$ cat config.mk
export PLATFORM = sky130hd
export DESIGN_NAME = card_dealer_flat
export DESIGN_NICKNAME = d
export VERILOG_FILES = /design/src/rtl/card_pkg.sv /design/src/rtl/card_dealer_if.sv /design/src/rtl/btn_debounce.sv /design/src/rtl/card_dealer.sv /design/src/flat_wrapper.sv
export SDC_FILE = /design/constraint.sdc
export NUM_CORES = 1
export LEC_CHECK = 0
export BUFFER_PORTS_ARGS = -buffer_cell sky130_fd_sc_hd__clkbuf_2
export CAP_MARGIN = 20
export CORE_MARGIN = 5
export CORE_UTILIZATION = 45
export CTS_CLUSTER_DIAMETER = 50
export DETAILED_ROUTE_END_ITERATION = 12
export GPL_TIMING_DRIVEN = 0
export SYNTH_ARGS = -nofsm -noshare
export SYNTH_HDL_FRONTEND = slang
export SYNTH_SLANG_ARGS = --single-unit
$ cat constraint.sdc
create_clock -name clk -period 7.8 [get_ports clk]
set_input_delay 1.56 -clock clk [delete_from_list [all_inputs] [get_ports clk]]
set_output_delay 1.56 -clock clk [all_outputs]
set_load 0.05 [all_outputs]
$ cat src/rtl/card_pkg.sv
// Shared types and helpers for the card dealer: card codes, FSM states, baccarat value.
// Latency: none (types and pure functions only).
// Backpressure: not applicable.
package card_pkg;

    typedef logic [3:0] card_t;

    localparam card_t CARD_NONE = 4'd0;
    localparam card_t CARD_ACE  = 4'd1;
    localparam card_t CARD_KING = 4'd13;

    typedef enum logic [1:0] {
        IDLE     = 2'd0,
        ARMED    = 2'd1,
        DEAL     = 2'd2,
        WAIT_REL = 2'd3
    } dealer_state_t;

    // Baccarat value of a card: pip cards count face value, 10 and court cards count zero.
    function automatic logic [3:0] card_value(input card_t c);
        if (c >= CARD_ACE && c <= 4'd9) begin
            return c;
        end
        return 4'd0;
    endfunction

endpackage

$ cat src/rtl/card_dealer_if.sv
// Button/clear inputs and card/hand outputs exchanged between the dealer and its user.
// Latency: none (wires only).
// Backpressure: none; card_valid is a fire-and-forget strobe.
interface card_dealer_if;
    import card_pkg::*;

    logic       deal_btn;
    logic       clear_hand;
    card_t      card;
    logic       card_valid;
    logic [1:0] dealt_count;
    logic       hand_full;
    logic [3:0] score;

    modport master (
        input  deal_btn, clear_hand,
        output card, card_valid, dealt_count, hand_full, score
    );

    modport slave (
        output deal_btn, clear_hand,
        input  card, card_valid, dealt_count, hand_full, score
    );

endinterface

$ cat src/rtl/btn_debounce.sv
// Synchronises a raw pushbutton and emits a one-cycle press pulse after a stable hold.
// Latency: press is high in the cycle after edge DEBOUNCE_CYCLES+3 of the button being high.
// Backpressure: none; a held button yields one pulse, a low cycle while arming restarts debounce.
module btn_debounce
    import card_pkg::*;
#(
    parameter int DEBOUNCE_CYCLES = 4
) (
    input  logic clk,
    input  logic reset,
    input  logic btn_raw,
    output logic press
);

    localparam int CW = (DEBOUNCE_CYCLES > 1) ? $clog2(DEBOUNCE_CYCLES) : 1;
    localparam logic [CW-1:0] DLAST = CW'(DEBOUNCE_CYCLES - 1);

    logic          sync1;
    logic          btn_s;
    logic [CW-1:0] dcnt;
    dealer_state_t state;
    dealer_state_t state_nx;

    // Two-flop synchroniser; only btn_s is used downstream.
    always_ff @(posedge clk or posedge reset) begin
        if (reset) begin
            sync1 <= 1'b0;
            btn_s <= 1'b0;
        end else begin
            sync1 <= btn_raw;
            btn_s <= sync1;
        end
    end

    // State register.
    always_ff @(posedge clk or posedge reset) begin
        if (reset) begin
            state <= IDLE;
        end else begin
            state <= state_nx;
        end
    end

    // Next-state logic: arm on high, abort on any low while arming, wait for release after a deal.
    always_comb begin
        state_nx = state;
        unique case (state)
            IDLE:     if (btn_s) state_nx = ARMED;
            ARMED: begin
                if (!btn_s) begin
                    state_nx = IDLE;
                end else if (dcnt == DLAST) begin
                    state_nx = DEAL;
                end
            end
            DEAL:     state_nx = WAIT_REL;
            WAIT_REL: if (!btn_s) state_nx = IDLE;
            default:  state_nx = IDLE;
        endcase
    end

    // Output logic: the press pulse is exactly the single DEAL cycle.
    always_comb begin
        press = 1'b0;
        if (state == DEAL) begin
            press = 1'b1;
        end
    end

    // Debounce counter: cleared while idle, counts consecutive high cycles while armed.
    always_ff @(posedge clk or posedge reset) begin
        if (reset) begin
            dcnt <= '0;
        end else if (state == IDLE) begin
            dcnt <= '0;
        end else if (state == ARMED && btn_s && dcnt != DLAST) begin
            dcnt <= dcnt + CW'(1);
        end
    end

endmodule

$ cat src/rtl/card_dealer.sv
// Deals cards 1..13 from a free-running counter on debounced presses and keeps a baccarat hand.
// Latency: button high at edge 1 -> card/card_valid update at edge DEBOUNCE_CYCLES+4.
// Backpressure: none; presses with a full hand are ignored, clear_hand overrides a same-cycle deal.
module card_dealer
    import card_pkg::*;
#(
    parameter int DEBOUNCE_CYCLES = 4,
    parameter int MAX_CARDS       = 3
) (
    input  logic          clk,
    input  logic          reset,
    card_dealer_if.master bus
);

    localparam logic [1:0] MAX_CNT = 2'(MAX_CARDS);

    card_t      rng;
    card_t      card_q;
    logic [1:0] count_q;
    logic [3:0] score_q;
    logic       valid_q;
    logic       press;
    logic       full;
    logic [4:0] sum;
    logic [3:0] score_nx;

    btn_debounce #(
        .DEBOUNCE_CYCLES(DEBOUNCE_CYCLES)
    ) u_deb (
        .clk     (clk),
        .reset   (reset),
        .btn_raw (bus.deal_btn),
        .press   (press)
    );

    // Free-running card source cycling 1..13; never holds 0, 14 or 15.
    always_ff @(posedge clk or posedge reset) begin
        if (reset) begin
            rng <= CARD_ACE;
        end else if (rng == CARD_KING) begin
            rng <= CARD_ACE;
        end else begin
            rng <= rng + 4'd1;
        end
    end

    assign full = (count_q == MAX_CNT);

    // Next score: both operands are below 10, so one conditional subtract gives mod 10.
    always_comb begin
        sum      = {1'b0, score_q} + {1'b0, card_value(rng)};
        score_nx = sum[3:0];
        if (sum >= 5'd10) begin
            score_nx = 4'(sum - 5'd10);
        end
    end

    // Hand registers: clear wins over a deal; a full hand drops the press silently.
    always_ff @(posedge clk or posedge reset) begin
        if (reset) begin
            card_q  <= CARD_NONE;
            count_q <= 2'd0;
            score_q <= 4'd0;
            valid_q <= 1'b0;
        end else if (bus.clear_hand) begin
            card_q  <= CARD_NONE;
            count_q <= 2'd0;
            score_q <= 4'd0;
            valid_q <= 1'b0;
        end else if (press && !full) begin
            card_q  <= rng;
            count_q <= count_q + 2'd1;
            score_q <= score_nx;
            valid_q <= 1'b1;
        end else begin
            valid_q <= 1'b0;
        end
    end

    assign bus.card        = card_q;
    assign bus.card_valid  = valid_q;
    assign bus.dealt_count = count_q;
    assign bus.hand_full   = full;
    assign bus.score       = score_q;

endmodule
$ cat src/flat_wrapper.sv
// flat-port wrapper written by rule: the top's interface ports become plain ports
module card_dealer_flat import card_pkg::*;
#(
    parameter int DEBOUNCE_CYCLES = 4,
    parameter int MAX_CARDS       = 3
)
  (clk, reset, bus_deal_btn, bus_clear_hand, bus_card, bus_card_valid, bus_dealt_count, bus_hand_full, bus_score);
  card_dealer_if bus_i ();
  input  logic clk;
  input  logic reset;
  input wire logic [$bits(bus_i.deal_btn)-1:0] bus_deal_btn;
  input wire logic [$bits(bus_i.clear_hand)-1:0] bus_clear_hand;
  output wire logic [$bits(bus_i.card)-1:0] bus_card;
  output wire logic [$bits(bus_i.card_valid)-1:0] bus_card_valid;
  output wire logic [$bits(bus_i.dealt_count)-1:0] bus_dealt_count;
  output wire logic [$bits(bus_i.hand_full)-1:0] bus_hand_full;
  output wire logic [$bits(bus_i.score)-1:0] bus_score;
  assign bus_i.deal_btn = bus_deal_btn;
  assign bus_i.clear_hand = bus_clear_hand;
  assign bus_card = bus_i.card;
  assign bus_card_valid = bus_i.card_valid;
  assign bus_dealt_count = bus_i.dealt_count;
  assign bus_hand_full = bus_i.hand_full;
  assign bus_score = bus_i.score;
  card_dealer #(.DEBOUNCE_CYCLES(DEBOUNCE_CYCLES), .MAX_CARDS(MAX_CARDS)) u_core (.clk(clk), .reset(reset), .bus(bus_i));
endmodule
==> results.yml, run 1 <==
run_status:
  status: "completed"
clock_network:
  clockBufferDepth: 2
  cts-root-buf: "clkbuf_4"
  clk_pin_slew_worst_paths_ps: 120
  holdBufCountCts: 0
  cts.repair.resized: 0
  clk-insertion-delay-late_ps: 300
  cts_setup_buffers: 0
  clock_sinks: 21
  cts_buffers: 3
  cts_tree: "built"
  htree_levels: 1
run:
  cap_violations: 0
yosys:
  ys_seq_elements: 21
  yosysWarnings: 0
  avgSynthCellArea_um2: 10.2
  yosys-top-cells-area: "dfrtp_1 43%, ha_1 7.6%, nand2_1 5.5%, a21oi_1 5.2%, mux2_2 2.9%"
  synth.distinct_cells: 34
  syn_nets: 126
  synth_area_um2: 1160
  synth-adder-area-share_pct: 9.30
  netlist.area_leader.share_pct: 43.2
  synth-simple-area-share_pct: 16.9
  synth_xor_area_share_pct: 1.51
  syn-instance-count: 114
  synth_top_area_cell: "dfrtp_1"
  synth_top_family_by_area: "simple AND/OR/NAND/NOR gates"
  synth-seq-area-share_pct: 45.5
  synth_compound_area_share_pct: 16.6
  synthMuxAreaShare_pct: 5.51
timing:
  worst_slack_ps: 4700
  worstMarginPinSlew_ps: 774
  final.setup.tns_ps: 0
  slew-limit-headroom_pct: 48.4
  skew_ps: 1.68
  setup_viol: 0
  period_needed_ps: 3100
  maxSlewViolCount: 0
  timing.final.crit_share_pct: 39.7
  hold_viol_final: 0
  max_freq_mhz: 323
  rsz0062_at_grt: "no"
power_and_ir_drop:
  p_int_mw: 0.136
  p_comb_share_pct: 8.2
  seq_power_share_pct: 62.6
  p_per_area_nw_per_um2: 141
  swShare_pct: 25.6
  power.leakage_nw: 0.653
  ir_drop_mv: 0.133
  clock_power_share_pct: 29.2
  power_mw: 0.183
  p_sw_mw: 0.0468
layout:
  fillers: 251
  fin_cells: 163
  diodes: 0
  final_cell_mix: "20 x dfrtp_1, 17 x nand2_1, 15 x clkbuf_2, 12 x a21oi_1, 8 x inv_1"
  layout_commonest_cell: "dfrtp_1"
  area_growth_pct: 12.1
  nets: 146
  final_util_pct: 52.4
  drive_above_1_share_pct: 24.8
setup_path:
  path_common_cell: "ha_1"
  cp_cell_sequence: "clkbuf_1, o21ai_0, and2_1, ha_1, fa_1, xor2_1, inv_1, ha_1, o221ai_2, nand3_2, a2111oi_0, a311o_2"
  crit_arrival_ps: 3350
  startpoint: "u_core.rng[1]"
  critPathSlowestCell: "a2111oi_0"
  crit_type: "reg -> reg"
  crit_fanout: 9
  endpoint_kind: "flip-flop"
  required_ps: 8050
  max_stage_delay_ps: 490
  r2r_start: "u_core.rng[1]"
  startpoint_type: "flip-flop"
drt:
  drtPass1Iterations: 4
  viasPerCell: 5.52
  drt-initial-drc-count: 23
  wl_per_cell_um: 13.9
  finalWirelength_mm: 2.27
  vias: 900
  ant_nets: 0
  route.detailed.drc: 0
floorplanning:
  fp.dieH_um: 60.7
  dieArea_um2: 3690
  start_util_pct: 46.7
  pin_count: 16
  rows: 18
  die_w_um: 60.7
  core-area_um2: 2480
worst_hold_path:
  min-delay-start: "u_core.u_deb.sync1"
  hold_class: "reg -> reg"
place:
  dp_cells: 159
  globalplace.congestion: 0.832
  port_buffers: 15
  dpl.hpwl_mm: 1.70
  dp_slack_ps: 4730
global_routing:
  grt_max_degree: 22
  grt_antenna_before_repair: 0
  grt_pass1_vias: 904
  grt_use_total_pct: 14.3
  grt_overflow: 0
  grt_pass1_wl_mm: 3.93
kinds of logic (layout without fill, tap and decap cells):
kind of cell,after synthesis,count (layout)
compound gates,28,28
xor+xnor,2,2
fa+ha+maj,8,8
buf+inv,12,31
flops,21,21
mux,6,6
simple gates,37,37
cell type report:
type / instances / area, um2 / share of cell area [%]
multi-input combinational: 81 / 577 / 44.5
sequential: 21 / 527 / 40.6
timing repair buffer: 15 / 75.1 / 5.79
tap: 30 / 37.5 / 2.89
inverter: 8 / 30.0 / 2.31
buffer: 4 / 23.8 / 1.83
clock buffer: 3 / 22.5 / 1.74
clock inverter: 1 / 5.00 / 0.386
path summary, 6_finish.rpt:
path                       cells past startpoint                    end  slack, ps
max                                           12    u_core.bus.score[2]       4700
min in group asynchronous                      2  u_core.u_deb.state[0]       1360
max in group asynchronous                      2    u_core.bus.score[0]       5970
max reg2reg                                   12    u_core.bus.score[2]       4700
min reg2reg                                    0     u_core.u_deb.btn_s        370
min                                            0     u_core.u_deb.btn_s        370
synthesized netlist by cell type, drive strengths merged:
master and number:
nor2 5, a22o 3, a311o 2, nor2b 2, nand2 17, o221ai 1, mux2i 3, nand3b 1
and2 1, dfrtp 20, clkbuf 2, ha 7, xnor2 1, mux2 3, nor3b 2, a2111oi 2
buf 2, or2b 1, or3b 1, a21oi 12, inv 8, nand4 1, dfstp 1, a211o 1
o21ai 4, nor3 2, fa 1, xor2 1, nand3 1, and3 3, a21o 3
worst max-delay path: cells and delay by family (launching register included):
family	cells	cell delay, ps
and+or+nand+nor	2	290
DFF	1	340
AOI/OAI and AO/OA	4	910
adders and majority gates	3	890
xor gates and xnor gates	1	250
buffers and inverters	2	370
registers in the layout (all words and copies together) (netlist names), named ones only:
| name | cells |
|---|---|
| u_core.bus.score | 4 |
| u_core.u_deb.state | 1 |
| u_core.bus.card | 4 |
| u_core.u_deb.sync1 | 1 |
| u_core.rng | 4 |
| u_core.bus.card_valid | 1 |
| u_core.bus.dealt_count | 2 |
| u_core.u_deb.dcnt | 2 |
| u_core.u_deb.btn_s | 1 |
per-layer routing:
| metal | track usage, % | share of wire (%) | vias up |
|---|---|---|---|
| met2 | 22.1 | 47 | 21 |
| met3 | 3.19 | 4.9 | 4 |
| met1 | 19.1 | 47 | 433 |
| li1 | - | - | 442 |
| met4 | 6.50 | 0.97 | 0 |
| met5 | 0 | 0 | - |
per-stage QoR:
step	instance area (um2)	hold WS, ps
after CTS	1300	376
after global routing	1300	391
after global placement	1270	335
after detailed placement	1270	347
after floorplan	1160	331
final	1300	368
power groups by stage:
stage	logic (mW)	clock network [mW]	registers, mW
after detailed placement	0.0153	0	0.116
after global routing	0.0169	0.0607	0.115
after CTS	0.0153	0.0553	0.114
after global placement	0.0145	0	0.116
after floorplan	0.00888	0	0.118
final	0.0149	0.0533	0.114
(Power assumes the default switching activity.)
==> run 2: changes to the inputs <==
--- a/config.mk
+++ b/config.mk
@@ -12,6 +12,7 @@
 export CTS_CLUSTER_DIAMETER = 50
 export DETAILED_ROUTE_END_ITERATION = 12
 export GPL_TIMING_DRIVEN = 0
+export PLACE_DENSITY = 0.67
 export SYNTH_ARGS = -nofsm -noshare
 export SYNTH_HDL_FRONTEND = slang
 export SYNTH_SLANG_ARGS = --single-unit
==> constraint.sdc (replaced) <==
create_clock -name clk -period 2.55 [get_ports clk]
set_input_delay 0.51 -clock clk [delete_from_list [all_inputs] [get_ports clk]]
set_output_delay 0.51 -clock clk [all_outputs]
set_load 0.05 [all_outputs]
==> run 2 against run 1 <==
Total power grew to 3.0 times the previous value. Critical path depth down 3. Setup slack got worse by 4700 ps. Register-to-register slack lost 4700 ps. Critical path type unchanged.
==> results.yml, run 2 (synthesis gave the netlist of run 1 again) <==
clock_network:
  htree_levels: 1
  clock_sinks: 21
  clk-insertion-delay-late_ps: 300
  cts-root-buf: "clkbuf_4"
  clockBufferDepth: 2
  cts_tree: "built"
  cts_buffers: 3
  clk_pin_slew_worst_paths_ps: 120
power_and_ir_drop:
  ir_drop_mv: 0.293
  seq_power_share_pct: 63.0
  p_comb_share_pct: 8.5
  clock_power_share_pct: 28.4
  power.leakage_nw: 0.682
  p_sw_mw: 0.139
  swShare_pct: 25.0
  p_int_mw: 0.416
  p_per_area_nw_per_um2: 396
worst_hold_path:
  hold_class: "in -> reg"
floorplanning:
  dieArea_um2: 3690
  die_w_um: 60.7
  fp.dieH_um: 60.7
  rows: 18
  core-area_um2: 2480
  start_util_pct: 46.7
  pin_count: 16
layout:
  layout_commonest_cell: "dfrtp_1"
  nets: 150
  final_cell_mix: "19 x dfrtp_1, 17 x nand2_1, 15 x clkbuf_2, 12 x a21oi_1, 7 x inv_1"
  stdcell_area_um2: 1400
  diodes: 0
  drive_above_1_share_pct: 35.0
  fillers: 218
  area_growth_pct: 21.1
drt:
  vias: 909
  wl_met3_um: 95
  routed.top_layer: "met4"
  wl_met1_mm: 1.05
  finalWirelength_mm: 2.38
  drt-initial-drc-count: 31
  wl_per_cell_um: 14.2
  route.detailed.drc: 0
  viasPerCell: 5.44
  drtPass1Iterations: 5
  ant_nets: 0
  wl_met2_mm: 1.19
setup_path:
  crit_fanout: 4
  r2r_setup_slack_ps: 50
  startpoint_type: "flip-flop"
  endpoint_kind: "flip-flop"
  required_ps: 2750
  crit_arrival_ps: 2700
  crit_type: "reg -> reg"
global_routing:
  grt_pass1_vias: 913
  grt_overflow: 0
  grt_pass1_wl_mm: 4.04
  grt_antenna_before_repair: 0
  grt_max_degree: 22
  grt_use_total_pct: 14.7
run_status:
  status: "completed"
timing:
  timing.final.crit_share_pct: 98.1
  hold_viol_final: 0
  hold_ws_ps: 304
  period_needed_ps: 2500
  slew-limit-headroom_pct: 48.7
  worst_slack_ps: 49.4
  worstMarginPinSlew_ps: 768
  skew_ps: 8.88
  setup_viol: 0
  rsz0062_at_grt: "yes"
  max_freq_mhz: 400
  maxSlewViolCount: 0
place:
  dpl_cell_area_um2: 1270
  dp_slack_ps: -287
  port_buffers: 15
  globalplace.congestion: 0.809
  dpl.hpwl_mm: 1.70
run:
  cap_violations: 0
==> run 2: worst max-delay path: stages (launching register included) <==
cell,delay [ps]
dfrtp_1,390
o21ai_1,60
and2_1,130
ha_2,180
fa_2,520
or2b_1,250
o221ai_2,190
nand3_2,170
and3_4,210
a311o_2,300
==> run 2: path summary, 6_finish.rpt <==
| path | cells after the start | endpoint | startpoint |
|---|---|---|---|
| worst max-delay path | 9 | u_core.bus.score[2] | u_core.rng[2] |
| worst min-delay path | 1 | u_core.u_deb.sync1 | bus_deal_btn |
| worst max register to register | 9 | u_core.bus.score[2] | u_core.rng[2] |
| worst min register to register | 0 | u_core.u_deb.btn_s | u_core.u_deb.sync1 |
| max in group asynchronous | 2 | u_core.rng[3] | reset |
| min in group asynchronous | 2 | u_core.u_deb.state[0] | reset |
==> run 2: repair_timing <==
item                                   4_1_cts  5_1_grt
buffers inserted                             5        1
setup endpoints to repair                    2        3
gates resized for setup                     16        4
endpoints found under the hold margin        0        0
pin swaps                                    7        5
hold buffers                                 0        0
==> run 2: per-layer routing <==
layer | up-vias | global-route usage [%]
met4 | 0 | 4.95
met2 | 21 | 23.4
li1 | 447 | -
met5 | - | 0
met3 | 6 | 2.98
met1 | 435 | 20.1
==> run 2: through the flow <==
stage | total power, mW | instances | util [%] | setup TNS [ps]
after global placement | 0.400 | 159 | 51.5 | -339
after detailed placement | 0.402 | 159 | 51.5 | -538
final | 0.555 | 167 | 56.6 | 0
after floorplan | 0.389 | 114 | - | 0
after CTS | 0.559 | 168 | 56.7 | -151
after global routing | 0.581 | 167 | 56.6 | -89.4
==> run 2: final cells by class <==
class | count | area, um2 | area share, %
tap | 30 | 37.5 | 2.68
clock buffer | 3 | 22.5 | 1.61
clock inverter | 1 | 5.00 | 0.357
inverter | 8 | 30.0 | 2.14
timing repair buffer | 21 | 120 | 8.57
sequential | 21 | 528 | 37.7
buffer | 2 | 16.3 | 1.16
multi-input combinational | 81 | 642 | 45.8
==> run 2: power groups by stage <==
| stage | Combinational (mW) | Clock [mW] | Sequential (mW) |
|---|---|---|---|
| floorplan | 0.0272 | 0 | 0.362 |
| global placement | 0.0442 | 0 | 0.355 |
| detailed placement | 0.0464 | 0 | 0.356 |
| CTS | 0.0480 | 0.162 | 0.350 |
| global route | 0.0535 | 0.176 | 0.352 |
| finish | 0.0474 | 0.158 | 0.350 |
